--- src/rtl/dj8_bus_pkg.sv ---
// Shared types and constants for the dj8 pin-side memory responder.
//   state_t     : responder FSM states
//   OE_*        : request encodings carried on the core's uio_oe pins
//   STAT_*      : bit positions inside the status byte returned on ui_in
//   cpu_req_t   : request latched from the pins when a transfer starts
//   make_status : builds a status byte from ready/err flags
package dj8_bus_pkg;

    localparam int unsigned BYTE_W = 8;

    typedef enum logic [1:0] {
        ST_IDLE = 2'd0,
        ST_WAIT = 2'd1,
        ST_DONE = 2'd2,
        ST_ERR  = 2'd3
    } state_t;

    localparam logic [BYTE_W-1:0] OE_IDLE  = 8'h00;
    localparam logic [BYTE_W-1:0] OE_READ  = 8'h0F;
    localparam logic [BYTE_W-1:0] OE_WRITE = 8'hFF;

    localparam int unsigned STAT_READY = 0;
    localparam int unsigned STAT_ERR   = 1;

    typedef struct packed {
        logic              is_write;
        logic [BYTE_W-1:0] addr;
        logic [BYTE_W-1:0] wdata;
    } cpu_req_t;

    // Status byte with only the ready/err bits populated.
    function automatic logic [BYTE_W-1:0] make_status(input logic ready, input logic err);
        logic [BYTE_W-1:0] s;
        s             = '0;
        s[STAT_READY] = ready;
        s[STAT_ERR]   = err;
        return s;
    endfunction

endpackage

--- src/rtl/dj8_resp_ram.sv ---
// Byte RAM behind the dj8 responder: one write port, one synchronous read port.
//   clk, rst : clock; rst clears only the read-data register, not the array
//   we/waddr/wdata : write port (loader or CPU, selected by the parent)
//   re/raddr       : read enable and address; rdata updates on the next edge
//   rdata          : registered read data, held while re is low
module dj8_resp_ram
    import dj8_bus_pkg::*;
#(
    parameter int unsigned ADDR_W = 8
) (
    input  logic              clk,
    input  logic              rst,
    input  logic              we,
    input  logic [ADDR_W-1:0] waddr,
    input  logic [BYTE_W-1:0] wdata,
    input  logic              re,
    input  logic [ADDR_W-1:0] raddr,
    output logic [BYTE_W-1:0] rdata
);

    localparam int unsigned DEPTH = 2 ** ADDR_W;

    logic [BYTE_W-1:0] mem [DEPTH];

    // Array write; contents survive reset.
    always_ff @(posedge clk) begin
        if (we) begin
            mem[waddr] <= wdata;
        end
    end

    // Read register doubles as the pin-facing read data, so it holds between reads.
    always_ff @(posedge clk or posedge rst) begin
        if (rst) begin
            rdata <= '0;
        end else if (re) begin
            rdata <= mem[raddr];
        end
    end

endmodule

--- src/rtl/dj8_mem_responder.sv ---
// Pin-side memory responder for the dj8 core.
// Services read/write requests encoded on cpu_oe with programmable wait states,
// rejects CPU writes into the read-only region, and accepts a byte stream from
// a loader port that may write anywhere (ROM install).
//   clk, rst        : clock, asynchronous active-high reset
//   cpu_addr/wdata  : address and write data from the core pins
//   cpu_oe          : request type (idle/read/write, anything else is an error)
//   cpu_rdata       : last read data (registered)
//   cpu_status      : bit0 ready, bit1 err (registered)
//   load_valid/data : loader byte stream
//   load_ready      : combinational; loader byte taken when valid && ready
//   load_clear      : returns the loader pointer to 0
module dj8_mem_responder
    import dj8_bus_pkg::*;
#(
    parameter int unsigned     ADDR_W      = 8,
    parameter int unsigned     WAIT_CYCLES = 2,
    parameter logic [BYTE_W-1:0] RO_BASE   = 8'hC0
) (
    input  logic              clk,
    input  logic              rst,
    input  logic [BYTE_W-1:0] cpu_addr,
    input  logic [BYTE_W-1:0] cpu_wdata,
    input  logic [BYTE_W-1:0] cpu_oe,
    output logic [BYTE_W-1:0] cpu_rdata,
    output logic [BYTE_W-1:0] cpu_status,
    input  logic              load_valid,
    input  logic [BYTE_W-1:0] load_data,
    output logic              load_ready,
    input  logic              load_clear
);

    // Counter must hold WAIT_CYCLES itself; keep at least one bit when it is 0.
    localparam int unsigned CNT_W = (WAIT_CYCLES < 1) ? 1 : $clog2(WAIT_CYCLES + 1);

    state_t             state_q, state_d;
    logic [CNT_W-1:0]   cnt_q, cnt_d;
    cpu_req_t           req_q, req_d;
    logic [BYTE_W-1:0]  status_q, status_d;
    logic [ADDR_W-1:0]  ptr_q, ptr_d;

    logic               ram_we;
    logic [ADDR_W-1:0]  ram_waddr;
    logic [BYTE_W-1:0]  ram_wdata;
    logic               ram_re;
    logic [ADDR_W-1:0]  req_addr;
    logic               req_ro;
    logic               load_accept;

    assign req_addr    = req_q.addr[ADDR_W-1:0];
    assign req_ro      = 32'(req_addr) >= 32'(RO_BASE);
    assign load_ready  = (state_q == ST_IDLE) && (cpu_oe == OE_IDLE);
    assign load_accept = load_valid && load_ready;

    assign cpu_status  = status_q;

    // State, counter, latched request, status and loader pointer.
    always_ff @(posedge clk or posedge rst) begin
        if (rst) begin
            state_q  <= ST_IDLE;
            cnt_q    <= '0;
            req_q    <= '0;
            status_q <= '0;
            ptr_q    <= '0;
        end else begin
            state_q  <= state_d;
            cnt_q    <= cnt_d;
            req_q    <= req_d;
            status_q <= status_d;
            ptr_q    <= ptr_d;
        end
    end

    // Next-state, RAM port control and loader pointer update.
    always_comb begin
        state_d   = state_q;
        cnt_d     = cnt_q;
        req_d     = req_q;
        status_d  = status_q;
        ptr_d     = ptr_q;
        ram_we    = 1'b0;
        ram_waddr = ptr_q;
        ram_wdata = load_data;
        ram_re    = 1'b0;

        unique case (state_q)
            ST_IDLE: begin
                if ((cpu_oe == OE_READ) || (cpu_oe == OE_WRITE)) begin
                    req_d.is_write = (cpu_oe == OE_WRITE);
                    req_d.addr     = cpu_addr;
                    req_d.wdata    = cpu_wdata;
                    cnt_d          = CNT_W'(WAIT_CYCLES);
                    state_d        = ST_WAIT;
                end else if (cpu_oe != OE_IDLE) begin
                    status_d = make_status(1'b0, 1'b1);
                    state_d  = ST_ERR;
                end
            end
            ST_WAIT: begin
                // Dropping the request while waiting abandons it silently.
                if (cpu_oe == OE_IDLE) begin
                    state_d = ST_IDLE;
                end else if (cnt_q != '0) begin
                    cnt_d = cnt_q - CNT_W'(1);
                end else begin
                    state_d = ST_DONE;
                    if (req_q.is_write) begin
                        status_d  = make_status(1'b1, req_ro);
                        ram_we    = !req_ro;
                        ram_waddr = req_addr;
                        ram_wdata = req_q.wdata;
                    end else begin
                        status_d = make_status(1'b1, 1'b0);
                        ram_re   = 1'b1;
                    end
                end
            end
            ST_DONE, ST_ERR: begin
                if (cpu_oe == OE_IDLE) begin
                    status_d = '0;
                    state_d  = ST_IDLE;
                end
            end
            default: state_d = ST_IDLE;
        endcase

        // Loader only runs in IDLE with no request, so it never collides with a CPU write.
        if (load_accept) begin
            ram_we    = 1'b1;
            ram_waddr = ptr_q;
            ram_wdata = load_data;
        end

        // Clear wins over the increment; the accepted byte still lands at the old pointer.
        if (load_clear) begin
            ptr_d = '0;
        end else if (load_accept) begin
            ptr_d = ptr_q + ADDR_W'(1);
        end
    end

    dj8_resp_ram #(
        .ADDR_W (ADDR_W)
    ) u_ram (
        .clk   (clk),
        .rst   (rst),
        .we    (ram_we),
        .waddr (ram_waddr),
        .wdata (ram_wdata),
        .re    (ram_re),
        .raddr (req_addr),
        .rdata (cpu_rdata)
    );

endmodule

--- config.mk ---
export PLATFORM = sky130hd
export DESIGN_NAME = dj8_mem_responder
export DESIGN_NICKNAME = d
export VERILOG_FILES = /design/src/rtl/dj8_bus_pkg.sv /design/src/rtl/dj8_resp_ram.sv /design/src/rtl/dj8_mem_responder.sv
export SDC_FILE = /design/constraint.sdc
export NUM_CORES = 2
export LEC_CHECK = 0
export CAP_MARGIN = 20
export CORE_MARGIN = 5
export CORE_UTILIZATION = 45
export DETAILED_ROUTE_END_ITERATION = 8
export PLACE_DENSITY = 0.58
export SETUP_SLACK_MARGIN = 0.4
export SYNTH_ARGS = -nofsm -noshare
export SYNTH_HDL_FRONTEND = slang
export SYNTH_HIERARCHICAL = 1
export SYNTH_SLANG_ARGS = --single-unit
--- constraint.sdc ---
create_clock -name clk -period 6.4 [get_ports clk]
set_input_delay 1.28 -clock clk [delete_from_list [all_inputs] [get_ports clk]]
set_output_delay 1.28 -clock clk [all_outputs]
set_load 0.01 [all_outputs]
# Word level (Yosys, flattened, before mapping)
# Memory sizes are Yosys's and may differ from the RTL's. A register that Yosys moved wholly into a read port is not among the register bits.
# Cells that the tools add are included.
[totals]
regBits = 37
n_memories = 1
wordCells = 80
ram_bits = 2048
inputBits = 36
[memory_table]
columns = ["name", "depth", "width", "rd", "rd_clocked_by_memory_dff", "write_ports", "line", "rtl"]
rows = [
  ["u_ram.mem", 256, 8, 1, 1, 1, "dj8_resp_ram.sv:23", "logic [BYTE_W-1:0] mem [DEPTH];"],
]
[op_classes]
reduce_logical = 15
mux = 40
eq_ne = 14
order_cmp = 1
add_sub_neg = 2
[ops]
columns = ["operator", "n"]
rows = [
  ["8-bit 2-to-1 mux", 17],
  ["8-bit case mux with 3 select lines", 1],
  ["2-bit 2-to-1 mux", 9],
  ["1-bit 2-to-1 mux", 11],
  ["2-bit != test (second input constant)", 5],
  ["8-bit by 1-bit adder with 8-bit output (second input constant)", 1],
  ["8-bit by 4-bit equality test with 1-bit output (second input constant)", 1],
  ["8-bit equality test (second input constant)", 1],
  ["8-bit >= comparator (second input constant)", 1],
  ["8-bit logical NOT", 1],
  ["8-bit nonzero test", 1],
  ["2-bit case mux with 3 select lines", 1],
  ["2-bit nonzero test", 3],
  ["5-bit AND reduction", 1],
  ["2-bit equality test (second input constant)", 2],
  ["2-bit by 1-bit != test with 1-bit output (second input constant)", 2],
  ["2-bit case mux with 2 select lines", 1],
  ["4-bit AND reduction", 1],
  ["3-bit by 1-bit != test with 1-bit output (second input constant)", 1],
  ["3-bit != test (second input constant)", 1],
  ["3-bit AND reduction", 1],
  ["2-bit by 1-bit equality test with 1-bit output (second input constant)", 1],
  ["1-bit logical AND", 2],
  ["2-bit logical NOT", 1],
  ["other kinds (5)", 5],
]

# Depth between registers and ports, before layout
[logic_depth]
depth_word = 9
ltp_mapped = 13

# Hierarchy
# Netlist, hierarchy kept.
[by_module_without_submodules]
columns = ["mod", "cells_each", "instances", "area_per_inst_um2"]
rows = [
  ["dj8_resp_ram", 3933, 1, 80209.4],
  ["dj8_mem_responder", 163, 1, 1776.7],
]

# Least setup slack after synthesis
# Ideal clock, no wire load.
[synth_timing]
path_kind = "input -> register"
from = "input cpu_oe[3]"
to = "memory u_ram.mem[0][5], data pin"
setup_slack_ns = 1.541
t_arrival_ns = 4.303
required_ns = 5.845
path_stages = 5
cell_sequence = "nor4_2 > nand2_1 > nand4_2 > buf_4 > mux2_2"
[synth_via]
elab_chain_len = 4
elab_cells_between_ends = 6
classes_between = "3 x mux; 3 x reduce/logical"
[synth_rtl]
columns = ["element", "line", "rtl"]
rows = [
  ["start: declaration", "dj8_mem_responder.sv:24", "input logic [BYTE_W-1:0] cpu_oe,"],
  ["8-bit logical NOT *", "dj8_mem_responder.sv:52, dj8_mem_responder.sv:101", ""],
  ["8-bit 2-to-1 mux / 1-bit logical AND (equally long branches)", "dj8_mem_responder.sv:101, dj8_mem_responder.sv:52", ""],
  ["8-bit 2-to-1 mux / 1-bit logical AND (equally long branches)", "dj8_mem_responder.sv:86, dj8_mem_responder.sv:53", ""],
  ["8-bit 2-to-1 mux *", "dj8_mem_responder.sv:128", "if (load_accept) begin"],
  ["net ram_wdata[5]", "dj8_mem_responder.sv:44", "logic [BYTE_W-1:0] ram_wdata;"],
  ["end: declaration", "dj8_resp_ram.sv:23", ""],
]
# Mark *: on every way through the listed nets, which the timed path passes. The rest lies on a longest branch.

# Worst setup path in the final report
[layout_timing]
from = "input cpu_oe[4]"
to = "memory u_ram.mem[120][4] (enable)"
[layout_via]
elab_cells_between_ends = 11
classes_between = "8 x mux; 3 x reduce/logical"
[layout_lines]
columns = ["element", "line", "rtl"]
rows = [
  ["8-bit logical NOT *", "dj8_mem_responder.sv:52, dj8_mem_responder.sv:101", ""],
  ["8-bit 2-to-1 mux / 1-bit logical AND (equally long branches)", "dj8_mem_responder.sv:101, dj8_mem_responder.sv:52", ""],
  ["8-bit 2-to-1 mux / 1-bit logical AND (equally long branches)", "dj8_mem_responder.sv:86, dj8_mem_responder.sv:53", ""],
  ["8-bit 2-to-1 mux *", "dj8_mem_responder.sv:128", ""],
  ["net ram_waddr[2]", "dj8_mem_responder.sv:43", "logic [ADDR_W-1:0] ram_waddr;"],
]
# Marks and branches as above.

==> flow_summary.json <==
{
  "status": "finished, final reports clean",
  "syn_area_um2": 82000,
  "synth_mux_area_share_pct": 14.5,
  "avgRoutedWirePerCell_um": 32.4,
  "dieArea_um2": 191000,
  "antenna_found_initial": 7,
  "rsz0062_at_grt": "no",
  "finalWirelength_mm": 224,
  "nNetsFinal": 4403,
  "synthArstFlopShare_pct": 1.87,
  "start_util_pct": 45.3,
  "htree_levels": 4,
  "cts_tree": "yes",
  "die_x_um": 437,
  "cts_root_buffer": "clkbuf_16",
  "hpwl_mm": 139,
  "ir_drop_v": 0.000255,
  "fin_skew_ns": 0.0331,
  "cts_sinks": 2087,
  "placed_cells": 6527,
  "grt_max_degree": 107,
  "holdPathEnd": "cnt_q[0]",
  "synth_cell_types": 71,
  "crit_cells": 9,
  "r2r_cells": 8,
  "clock_path_buffers": 3,
  "drtPass1Iterations": 5,
  "yosys_warnings": 6,
  "ys.flop_type": "edfxtp_1",
  "fin_crit_sh_pct": 83.4,
  "pre_cts_ws_ns": 0.416,
  "gr-total-overflow": 0,
  "grt_pass1_wl_mm": 318,
  "syn_avg_cell_area_um2": 20.0,
  "stdcell_count": 6908,
  "crit_type": "input port to flip-flop",
  "syn_inst": 4096,
  "numCtsBuffers": 206,
  "hold_violations": 0,
  "worst-path-buf-inv": 2,
  "crit_path_end_kind": "flip-flop",
  "synth_fa_ha_area_share_pct": 0.0305,
  "vias": 42600,
  "cts_setup_buffers": 0,
  "crit_family": "simple AND/OR/NAND/NOR gates",
  "yosysSeqAreaShare_pct": 76.2,
  "worstSetupStartpointType": "input port",
  "whs_path_depth": 1,
  "drv_slew": 0,
  "critPathArrivalTime_ns": 5.77,
  "finalPower_mw": 28.0,
  "synth_compound_area_share_pct": 3.92,
  "min_from": "cnt_q[0]",
  "ios": 53,
  "detail-route-antenna-nets": 0,
  "cp_slowest_stage_delay_ns": 0.70,
  "slew_headroom_pct": 21.1,
  "yosysTopAreaCell": "edfxtp_1",
  "die_height_um": 437,
  "grt.total_usage_pct": 23.2,
  "viasPerCell": 6.17,
  "hp-class": "flip-flop to flip-flop",
  "final.setup.tns_ns": 0,
  "insertion_delay_ns": 0.83,
  "synth_top_area_share_pct": 75.0,
  "ys_top_cells_by_area": "edfxtp_1 (75%), mux4_2 (9.5%), mux2i_1 (3.6%)",
  "rr_startpoint": "req_addr[1]",
  "synthToLayoutAreaGrowth_pct": 13.6,
  "grt_pass1_vias": 41900,
  "fin_ws_ns": 1.06,
  "setup_viol": 0,
  "synth-edff-count": 2048,
  "route.detailed.drc": 0,
  "gp_congestion": 0.880,
  "rows": 156,
  "cts.hold.buffers_added": 0,
  "cts_resized": 0,
  "p_leak_nw": 28.1,
  "reg2reg_slack_ns": 1.93,
  "final_area_um2": 93100,
  "r2r_end": "u_ram/rdata[3]",
  "tightest_slew_ns": 1.18,
  "clk_pin_slew_ns": 0.06,
  "nFillCells": 14300,
  "synth_top_family_by_area": "multiplexers",
  "cp_cell_sequence": "clkdlybuf4s50_1 > nor4_2 > nand2_1 > nand4_2 > mux2_2 > nor2b_1 > nand3_1 > buf_4 > nor2_1",
  "numPortBuffers": 46,
  "final_layout_size_suffix_gt1_share_pct": 21.3,
  "timing.final.crit_period_ns": 5.34,
  "synth-xor-area-share_pct": 0.0320,
  "cap_viol_max_count": 0,
  "worstPathMaxFanout": 10,
  "drtIter0Drc": 5244,
  "cp_data_required_time_ns": 6.83,
  "core_um2": 181000,
  "synthSimpleGateAreaFrac_pct": 3.09,
  "powerDensity_nw_per_um2": 300,
  "dpl-instance-area_um2": 86200,
  "synth_seq_cells": 2087,
  "max_freq_mhz": 187,
  "crit_slowest_cell": "nor4_2"
}
[how the worst max path moves through the flow]
stage	start	slack, ns	to
6_report	cpu_oe[4]	1.06	u_ram/mem[120][4]
5_1_grt	cpu_oe[5]	0.92	u_ram/mem[72][2]
4_1_cts	cpu_oe[5]	1.27	u_ram/mem[120][3]
3_5_place_dp	cpu_oe[5]	0.42	u_ram/mem[120][3]
3_3_place_gp	cpu_oe[5]	0.59	u_ram/mem[40][3]
2_1_floorplan	cpu_oe[3]	1.54	u_ram/mem[0][5]
[through the flow]
step                      hold WS, ns  util (%)
final                           0.489      51.5
after global placement          0.465      47.6
after global routing            0.512      51.5
after detailed placement        0.484      47.6
after CTS                       0.492      51.5
after floorplan                 0.449         -
[cells in the mapped netlist, drive strengths merged, types with 4 or more instances]
library cell / count
edfxtp: 2048
mux4: 375
mux2i: 296
nor2: 295
buf: 146
o22ai: 117
clkbuf: 107
nand2: 102
a22oi: 79
a211oi: 59
a21oi: 54
nand3: 49
o221ai: 49
o21ai: 44
dfrtp: 39
mux2: 33
nor3: 27
nand4: 24
a2111oi: 14
a31oi: 13
inv: 13
nor2b: 13
nor4: 12
or3: 10
nand2b: 8
a211o: 7
and2: 7
nand3b: 5
o211ai: 5
or3b: 4
or4: 4
[power by group]
| group | internal (mW) | switching (mW) |
|---|---|---|
| Clock | 7.28 | 5.11 |
| Sequential | 15.0 | 0.0311 |
| Combinational | 0.120 | 0.362 |
[metal layers]
layer / routed length, um / track usage (%)
met1: 94200 / 34.0
met2: 105000 / 35.9
met3: 18300 / 4.25
met4: 6490 / 6.54
met5: 0 / 0
[logic make-up (layout without fill, tap and decap cells)]
family / after synthesis / in the layout
AOI/OAI and AO/OA: 464 / 464
xor gates and xnor gates: 3 / 3
adders and majority gates: 2 / 2
buffers and inverters: 266 / 702
DFF: 2087 / 2087
muxes: 704 / 704
other: 1 / 7
and+or+nand+nor: 569 / 569
[cells in the final DEF, fill, tap and decap left out, types with 25 or more instances in the layout]
| master | synthesis | layout |
|---|---|---|
| a211oi_1 | 58 | 58 |
| o221ai_1 | 49 | 49 |
| o22ai_1 | 117 | 117 |
| mux4_1 | 29 | 29 |
| a21oi_1 | 54 | 54 |
| buf_12 | 10 | 28 |
| mux2_2 | 33 | 25 |
| a22oi_1 | 79 | 79 |
| clkinv_2 | 0 | 29 |
| buf_4 | 19 | 234 |
| mux2i_1 | 296 | 296 |
| dfrtp_1 | 39 | 35 |
| nand2_1 | 102 | 101 |
| edfxtp_1 | 2048 | 2048 |
| o21ai_0 | 44 | 43 |
| clkinv_1 | 0 | 32 |
| clkbuf_1 | 106 | 47 |
| clkdlybuf4s50_1 | 0 | 46 |
| nand3_1 | 49 | 49 |
| nor2_1 | 295 | 293 |
| clkbuf_16 | 0 | 211 |
| nor3_1 | 26 | 25 |
| bufinv_16 | 0 | 27 |
| mux4_2 | 346 | 346 |
[registers in the layout, summed over array words and instances (netlist names)]
name         cells
u_ram/mem     2048
req_q            9
ptr_q            8
req_addr         8
u_ram/rdata      8
cnt_q            2
cpu_status       2
state_q          2
[worst register-to-register path, cell delays in order, from the launching register on]
cell and delay (ns):
dfrtp_4 0.85, buf_12 0.44, nand3b_1 0.72, o22ai_1 0.61
a211oi_1 0.18, a22o_1 0.33, a31oi_1 0.54, o2111ai_1 0.46
o211ai_1 0.24
[layout make-up]
class	instances	area (um2)	area share, %
diodes	1	2.50	0.00269
clock inverters	109	1320	1.41
clock buffers	271	5640	6.05
well taps	2370	2970	3.18
flip-flops and latches	2087	62500	67.1
multi-input cells	1748	17900	19.2
inverters	13	51.3	0.0551
repair buffers	309	2780	2.99
Note: power is estimated with default switching activity, not from simulation.
